`config.mk`:
```
export PLATFORM = sky130hd
export DESIGN_NAME = mem_bus_arbiter
export DESIGN_NICKNAME = d
export VERILOG_FILES = /design/src/rtl/mem_bus_arbiter.sv
export SDC_FILE = /design/constraint.sdc
export NUM_CORES = 1
export LEC_CHECK = 0
export BUFFER_PORTS_ARGS = -buffer_cell sky130_fd_sc_hd__buf_2
export CORE_UTILIZATION = 30
export DETAILED_ROUTE_END_ITERATION = 8
export MAX_ROUTING_LAYER = met4
export PLACE_DENSITY = 0.62
export SYNTH_ARGS = -nofsm -noshare
export SYNTH_HDL_FRONTEND = slang
export SYNTH_SLANG_ARGS = --single-unit
```
`constraint.sdc`:
```
create_clock -name MCLK -period 3.5 [get_ports MCLK]
set_input_delay 1.05 -clock MCLK [delete_from_list [all_inputs] [get_ports MCLK]]
set_output_delay 1.05 -clock MCLK [all_outputs]
set_load 0.01 [all_outputs]
```
`src/rtl/mem_bus_arbiter.sv`:
```
// mem_bus_arbiter: shares one MemoryMap port between the CPU and a DMA engine.
// A three-state FSM (IDLE -> ACCESS -> DONE) runs one access at a time.
// FRAM-region addresses get FRAM_WAIT extra ACCESS cycles.
// DMA has priority, but a pending CPU request is granted after at most
// DMA_MAX_BURST consecutive DMA grants.
// Ports:
//   MCLK, rst                               clock, synchronous active-high reset
//   cpu_req/MAB/MDBwrite/MW/BW              CPU request and access fields
//   cpu_ack, cpu_rdata                      CPU completion pulse and read data
//   dma_req/MAB/MDBwrite/MW/BW              DMA request and access fields
//   dma_ack, dma_rdata                      DMA completion pulse and read data
//   MAB, MDBwrite, MW, BW                   registered MemoryMap drive
//   MDBread                                 MemoryMap read data (combinational)
//   owner                                   00 none, 01 CPU, 10 DMA
module mem_bus_arbiter #(
    parameter logic [15:0] FRAM_START    = 16'h8000,
    parameter int unsigned FRAM_WAIT     = 1,
    parameter int unsigned DMA_MAX_BURST = 4
) (
    input  logic        MCLK,
    input  logic        rst,
    input  logic        cpu_req,
    input  logic [15:0] cpu_MAB,
    input  logic [15:0] cpu_MDBwrite,
    input  logic        cpu_MW,
    input  logic        cpu_BW,
    output logic        cpu_ack,
    output logic [15:0] cpu_rdata,
    input  logic        dma_req,
    input  logic [15:0] dma_MAB,
    input  logic [15:0] dma_MDBwrite,
    input  logic        dma_MW,
    input  logic        dma_BW,
    output logic        dma_ack,
    output logic [15:0] dma_rdata,
    output logic [15:0] MAB,
    output logic [15:0] MDBwrite,
    output logic        MW,
    output logic        BW,
    input  logic [15:0] MDBread,
    output logic [1:0]  owner
);

    localparam int unsigned WAIT_W  = 3;
    localparam int unsigned BURST_B = $clog2(DMA_MAX_BURST + 1);
    localparam int unsigned BURST_W = (BURST_B < 1) ? 1 : BURST_B;

    localparam logic [1:0] IDLE   = 2'd0;
    localparam logic [1:0] ACCESS = 2'd1;
    localparam logic [1:0] DONE   = 2'd2;

    localparam logic [1:0] OWN_NONE = 2'b00;
    localparam logic [1:0] OWN_CPU  = 2'b01;
    localparam logic [1:0] OWN_DMA  = 2'b10;

    logic [1:0]         state, state_nx;
    logic [WAIT_W-1:0]  wait_cnt, wait_nx;
    logic [BURST_W-1:0] burst_cnt, burst_nx;
    logic               lat_mw, lat_mw_nx;
    logic [15:0]        mab_nx, mdbwrite_nx, cpu_rdata_nx, dma_rdata_nx;
    logic               mw_nx, bw_nx, cpu_ack_nx, dma_ack_nx;
    logic [1:0]         owner_nx;

    logic               grant_dma, grant_cpu, sel_mw, sel_bw;
    logic [15:0]        sel_addr, sel_wdata;
    logic [WAIT_W-1:0]  sel_wait;

    // Arbitration and winner field selection.
    always_comb begin
        grant_dma = dma_req && (!cpu_req || (burst_cnt < BURST_W'(DMA_MAX_BURST)));
        grant_cpu = !grant_dma && cpu_req;
        sel_addr  = grant_dma ? dma_MAB      : cpu_MAB;
        sel_wdata = grant_dma ? dma_MDBwrite : cpu_MDBwrite;
        sel_mw    = grant_dma ? dma_MW       : cpu_MW;
        sel_bw    = grant_dma ? dma_BW       : cpu_BW;
        sel_wait  = (sel_addr >= FRAM_START) ? WAIT_W'(FRAM_WAIT) : '0;
    end

    // Next-state and next-output logic.
    always_comb begin
        state_nx     = state;
        wait_nx      = wait_cnt;
        burst_nx     = burst_cnt;
        lat_mw_nx    = lat_mw;
        mab_nx       = MAB;
        mdbwrite_nx  = MDBwrite;
        bw_nx        = BW;
        mw_nx        = 1'b0;
        cpu_ack_nx   = 1'b0;
        dma_ack_nx   = 1'b0;
        cpu_rdata_nx = cpu_rdata;
        dma_rdata_nx = dma_rdata;
        owner_nx     = owner;

        case (state)
            IDLE: begin
                if (!cpu_req) begin
                    burst_nx = '0;
                end
                if (grant_dma || grant_cpu) begin
                    if (grant_dma) begin
                        owner_nx = OWN_DMA;
                        // grant_dma with cpu_req implies burst_cnt is below the limit
                        if (cpu_req) begin
                            burst_nx = burst_cnt + BURST_W'(1);
                        end
                    end else begin
                        owner_nx = OWN_CPU;
                        burst_nx = '0;
                    end
                    state_nx    = ACCESS;
                    mab_nx      = sel_bw ? sel_addr : {sel_addr[15:1], 1'b0};
                    mdbwrite_nx = sel_wdata;
                    bw_nx       = sel_bw;
                    lat_mw_nx   = sel_mw;
                    wait_nx     = sel_wait;
                    // MW is registered, so it is raised on entry to the final ACCESS cycle
                    mw_nx       = (sel_wait == '0) ? sel_mw : 1'b0;
                end
            end
            ACCESS: begin
                if (wait_cnt != '0) begin
                    wait_nx = wait_cnt - WAIT_W'(1);
                    mw_nx   = (wait_cnt == WAIT_W'(1)) ? lat_mw : 1'b0;
                end else begin
                    state_nx = DONE;
                    if (owner == OWN_DMA) begin
                        dma_rdata_nx = MDBread;
                        dma_ack_nx   = 1'b1;
                    end else begin
                        cpu_rdata_nx = MDBread;
                        cpu_ack_nx   = 1'b1;
                    end
                end
            end
            DONE: begin
                state_nx = IDLE;
                owner_nx = OWN_NONE;
            end
            default: begin
                state_nx = IDLE;
                owner_nx = OWN_NONE;
            end
        endcase
    end

    // State and output registers.
    always_ff @(posedge MCLK) begin
        if (rst) begin
            state     <= IDLE;
            wait_cnt  <= '0;
            burst_cnt <= '0;
            lat_mw    <= 1'b0;
            MAB       <= '0;
            MDBwrite  <= '0;
            MW        <= 1'b0;
            BW        <= 1'b0;
            cpu_ack   <= 1'b0;
            dma_ack   <= 1'b0;
            cpu_rdata <= '0;
            dma_rdata <= '0;
            owner     <= OWN_NONE;
        end else begin
            state     <= state_nx;
            wait_cnt  <= wait_nx;
            burst_cnt <= burst_nx;
            lat_mw    <= lat_mw_nx;
            MAB       <= mab_nx;
            MDBwrite  <= mdbwrite_nx;
            MW        <= mw_nx;
            BW        <= bw_nx;
            cpu_ack   <= cpu_ack_nx;
            dma_ack   <= dma_ack_nx;
            cpu_rdata <= cpu_rdata_nx;
            dma_rdata <= dma_rdata_nx;
            owner     <= owner_nx;
        end
    end

endmodule

```
== Yosys cells after proc, flatten, opt, wreduce, memory -nomap -nowiden ==
Cells that the tools add are included.
Word-level totals
  register bits: 79
  input bits: 88
  output and inout port bits: 70
  word-level logic and storage cells: 69
Operators by class
  add/subtract/negate cells: 2
  magnitude comparators: 2
  equality and inequality tests: 6
  multiplexer cells: 26
  bitwise logic cells: 3
  reduce and logical (&&, ||, !) cells: 17
Operators by type and width (number)
  $mux 16: 2
  $mux 3: 6
  $ge 16x16->1 const B: 1
  $mux 1: 10
  $reduce_and 3->1: 3
  $mux 2: 4
  $pmux 2 s2: 2
  $ne 2x2->1 const B: 3
  $pmux 3 s2: 1
  $reduce_and 2->1: 3
  $add 3x1->3 const B: 1
  $eq 3x1->1 const B: 1
  $logic_not 3->1: 1
  $lt 3x3->1 const B: 1
  $not 1->1: 3
  $reduce_bool 3->1: 1
  $reduce_or 3->1: 1
  $sub 3x1->3 const B: 1
  $eq 2x1->1 const B: 1
  $eq 2x2->1 const B: 1
  $logic_and 1x1->1: 2
  $logic_not 1->1: 2
  $logic_not 2->1: 1
  $logic_or 1x1->1: 2
  other kinds (2): 2

== Depth between registers and ports, before layout ==
  word-level depth: 10
  gate-level depth with buffers: 8
  depth with buffers taken out: 6

== Worst setup path before layout ==
OpenSTA, ideal clock, no wires.
  path type: input -> register
  start point: input port cpu_req
  end point: register MDBwrite[10]
  setup time: 0.091 ns
  data arrival time: 1.932 ns
  data required time: 3.409 ns
  setup slack: 1.477 ns
  stages on the path: 5
  path buffers: 3
  cells stage by stage: buf_2 > o21a_1 > buf_2 > buf_2 > a311oi_1
On the way
  word-level cells in the longest chain between the ends: 7
  elaborated cells between the ends (all ways): 8
  those cells by class: mux (1); reduce/logical (7)
RTL lines
  from (decl): RTL line 22  | input logic cpu_req,
  $logic_not 1->1
  $logic_or 1x1->1: RTL line 70  | grant_dma = dma_req && (!cpu_req || (burst_cnt < BURST_W'(DMA_MAX_BURST)));
  $logic_and 1x1->1: RTL line 70
  $logic_not 1->1: RTL line 71  | grant_cpu = !grant_dma && cpu_req;
  $logic_and 1x1->1: RTL line 71
  $logic_or 1x1->1: RTL line 100  | if (grant_dma || grant_cpu) begin
  $reduce_and 2->1 (no source line)
  to (signal assigned): RTL line 169  | MDBwrite <= mdbwrite_nx;
  to (decl): RTL line 37  | output logic [15:0] MDBwrite,
Parallel ways exist; a longest one is shown, timed or not.
A chain may end at the register's enable or synchronous reset.

== Worst setup path in the final report ==
  start point: input port cpu_req
  end point: register MDBwrite[11]
Same word-level chain as after synthesis.

==> flow_metrics.py <==
metrics = {
    "drt": {
        "dr.first_iter.drc_count": 91,
        "viasPerCell": 4.72,
        "dr_total_vias": 3046,
        "firstDrtPassIters": 6,
        "wl_um": 8590,
        "drc": 0,
        "routedWlPerCell_um": 13.3,
        "ant_nets": 0,
    },
    "synth": {
        "syn-num-nets": 455,
        "synth.area.top_cells": "dfxtp_1 (49%), mux2i_1 (9.8%), a311oi_1 (8.6%)",
        "synth_edf_count": 0,
        "yosysWarnings": 0,
        "synth_cell_type_count": 39,
        "ys_seq_elements": 79,
        "synth_common_cells": "dfxtp_1 (79), nor2_1 (68), nand2_1 (66), a311oi_1 (32), mux2i_1 (32)",
        "synth_most_common_cell": "dfxtp_1",
        "dominantRegCellSynth": "dfxtp_1",
        "synth_area_per_cell_um2": 8.98,
        "yosysTopAreaCellShare_pct": 48.5,
        "ys_async_sr_fraction_pct": 0,
        "synth_area_um2": 3260,
        "syn_inst": 363,
        "seq_area_frac_synth_pct": 48.5,
        "synth_area_leader_cell": "dfxtp_1",
    },
    "place": {
        "numPortBuffers": 157,
        "post-place-ws_ns": 0.936,
        "gp_congestion": 0.799,
        "dp_hpwl_um": 6160,
    },
    "run_status": {
        "status": "finished clean",
    },
    "worst_setup_path": {
        "critPathLaunchType": "primary input",
        "timing.critical_path.from": "cpu_req",
        "max_stage_delay_ns": 0.64,
        "path_buf_inv": 2,
        "r2r-end": "dma_rdata[1]",
        "crit-reg2reg-launch": "state[1]",
        "critPathMaxFanout": 27,
        "critPathTopFamily": "compound AO/OA/AOI/OAI gates",
        "crit_path_end_kind": "flip-flop",
        "path_cells": "buf_2 > a21boi_4 > buf_4 > nand2_1 > a311oi_1",
        "critPathCapture": "MDBwrite[11]",
        "critPathKind": "primary input to flip-flop",
        "required_ns": 3.76,
        "crit_cells": 5,
        "regToRegSetupSlack_ns": 1.38,
        "r2r_cells": 5,
        "worstPathArrival_ns": 2.48,
        "crit_slowest_cell": "a21boi_4",
    },
    "cells_and_area": {
        "fillers": 1057,
        "syn_to_final_growth_pct": 32.2,
        "multi_input_area_um2": 1490,
        "diodes": 0,
        "drive_gt1_share_pct": 36.1,
        "nNetsFinal": 598,
        "regArea_um2": 1580,
    },
    "floorplanning": {
        "coreArea_um2": 10400,
        "pin_count": 158,
        "die_height_um": 106,
        "die_w_um": 106,
        "initial_utilization_pct": 31.3,
        "dieArea_um2": 11300,
        "rows": 37,
    },
    "clocking": {
        "cts_sinks": 79,
        "cts_tree": "built",
        "worstSkewPairLatency_ns": 0.35,
        "clockBufferDepth": 2,
        "cts_resized": 0,
        "hold_buffers": 0,
        "htreeDepth": 3,
        "clockRootBuffer": "clkbuf_8",
        "clkSlewWorstSetupHoldPaths_ns": 0.08,
        "cts_made_buffers": 9,
        "postCtsSetupBuffers": 0,
    },
    "grt": {
        "grt_pass1_vias": 2928,
        "track_usage_pct": 16.2,
        "antenna_found_initial": 0,
        "grt_max_degree": 45,
        "grt-ovfl-total": 0,
        "grt_pass1_wl_um": 13800,
    },
    "timing": {
        "hold_viol_final": 0,
        "slew_headroom_pct": 22.0,
        "worst_slew_pin_slew_ns": 1.17,
        "drv_slew": 0,
        "setup_ws_ns": 1.29,
        "rsz0062_at_grt": "no",
        "period_minus_slack_ns": 2.21,
        "setup_tns_ns": 0,
        "post-route-period-util_pct": 63.2,
        "finalClockSkew_ns": 0.0113,
        "timing.fmax_mhz": 452,
        "setup_viol": 0,
    },
    "job": {
        "max-cap-violations": 0,
    },
    "power": {
        "peakVddDrop_uv": 245,
        "p_leak_nw": 2.24,
        "powerDensity_nw_per_um2": 576,
    },
    "hold_path": {
        "worstHoldStart": "MAB[15]",
        "hold_path_class": "flip-flop to flip-flop",
    },
}
==> routing by layer <==
layer	vias up	routed length, um	GRT usage, %
met4	0	145	6.94
met3	13	660	4.97
met1	1377	3820	18.3
li1	1535	-	-
met5	-	0	-
met2	121	3970	26.4
==> cells by family after synthesis <==
family / count (synthesis) / share of synthesized area [%]
simple gates: 158 / 20.8
fa+ha+maj: 4 / 1.54
xor+xnor: 1 / 0.269
buf+inv: 35 / 5.68
flops: 79 / 48.5
compound gates: 54 / 13.4
mux: 32 / 9.83
==> sequential cells by signal, indices dropped and copies added, names as in the netlist <==
| register | flops |
|---|---|
| wait_cnt | 3 |
| state | 2 |
| BW | 1 |
| dma_ack | 1 |
| cpu_rdata | 16 |
| burst_cnt | 3 |
| cpu_ack | 1 |
| MDBwrite | 16 |
| MAB | 16 |
| dma_rdata | 16 |
| MW | 1 |
| lat_mw | 1 |
| owner | 2 |
==> through the flow <==
stage	cell area, um2	total power [mW]	hold slack [ns]	utilization [%]	instances
after floorplan	3260	1.58	0.444	-	363
after CTS	4310	2.52	0.487	41.3	646
after detailed placement	4110	1.82	0.465	39.5	631
final	4310	2.48	0.478	41.3	646
after global placement	4110	1.80	0.453	39.5	631
after global routing	4310	2.64	0.501	41.3	646
==> cell usage in the layout, fill, tap and decap left out, types with 2 or more instances in the layout <==
master / count
buf_2: 157
dfxtp_1: 79
nor2_1: 68
nand2_1: 66
a311oi_1: 32
mux2i_1: 32
clkbuf_8: 10
a21oi_1: 6
o21ai_0: 5
inv_1: 4
ha_1: 4
nor4_1: 3
nor3_1: 3
buf_4: 3
a31oi_1: 2
and3_1: 2
nor3b_1: 2
nand3b_1: 2
nor2b_1: 2
nand3_1: 2
clkinv_2: 2
buf_12: 2
==> cell type report <==
class                      count  area share (%)
timing repair buffer         162            19.7
multi-input combinational    249            34.7
clock buffer                  10            3.20
tap                          136            3.95
inverter                       5           0.436
sequential                    79            36.7
clock inverter                 5            1.34
==> worst reg2reg max path: stages, from the launching register on <==
cell	delay (ns)
dfxtp_1	0.66
and4bb_1	0.33
nand3b_1	0.40
buf_4	0.33
mux2i_1	0.22
nor2_1	0.05
==> worst min-delay path by stage <==
| stage | endpoint | cells past startpoint |
|---|---|---|
| after floorplan | wait_cnt[1] | 2 |
| after detailed placement | MAB[15] | 1 |
| after CTS | MAB[15] | 1 |
| after global placement | wait_cnt[1] | 2 |
| after global routing | MAB[15] | 1 |
| final | MAB[15] | 1 |
==> where the power goes <==
group,leakage (nW),switching (mW),internal (mW)
clock,0.103,0.342,0.347
combinational,1.49,0.373,0.300
sequential,0.648,0.0852,1.03
total,2.24,0.800,1.68
Power figures use the tool's default switching activity.
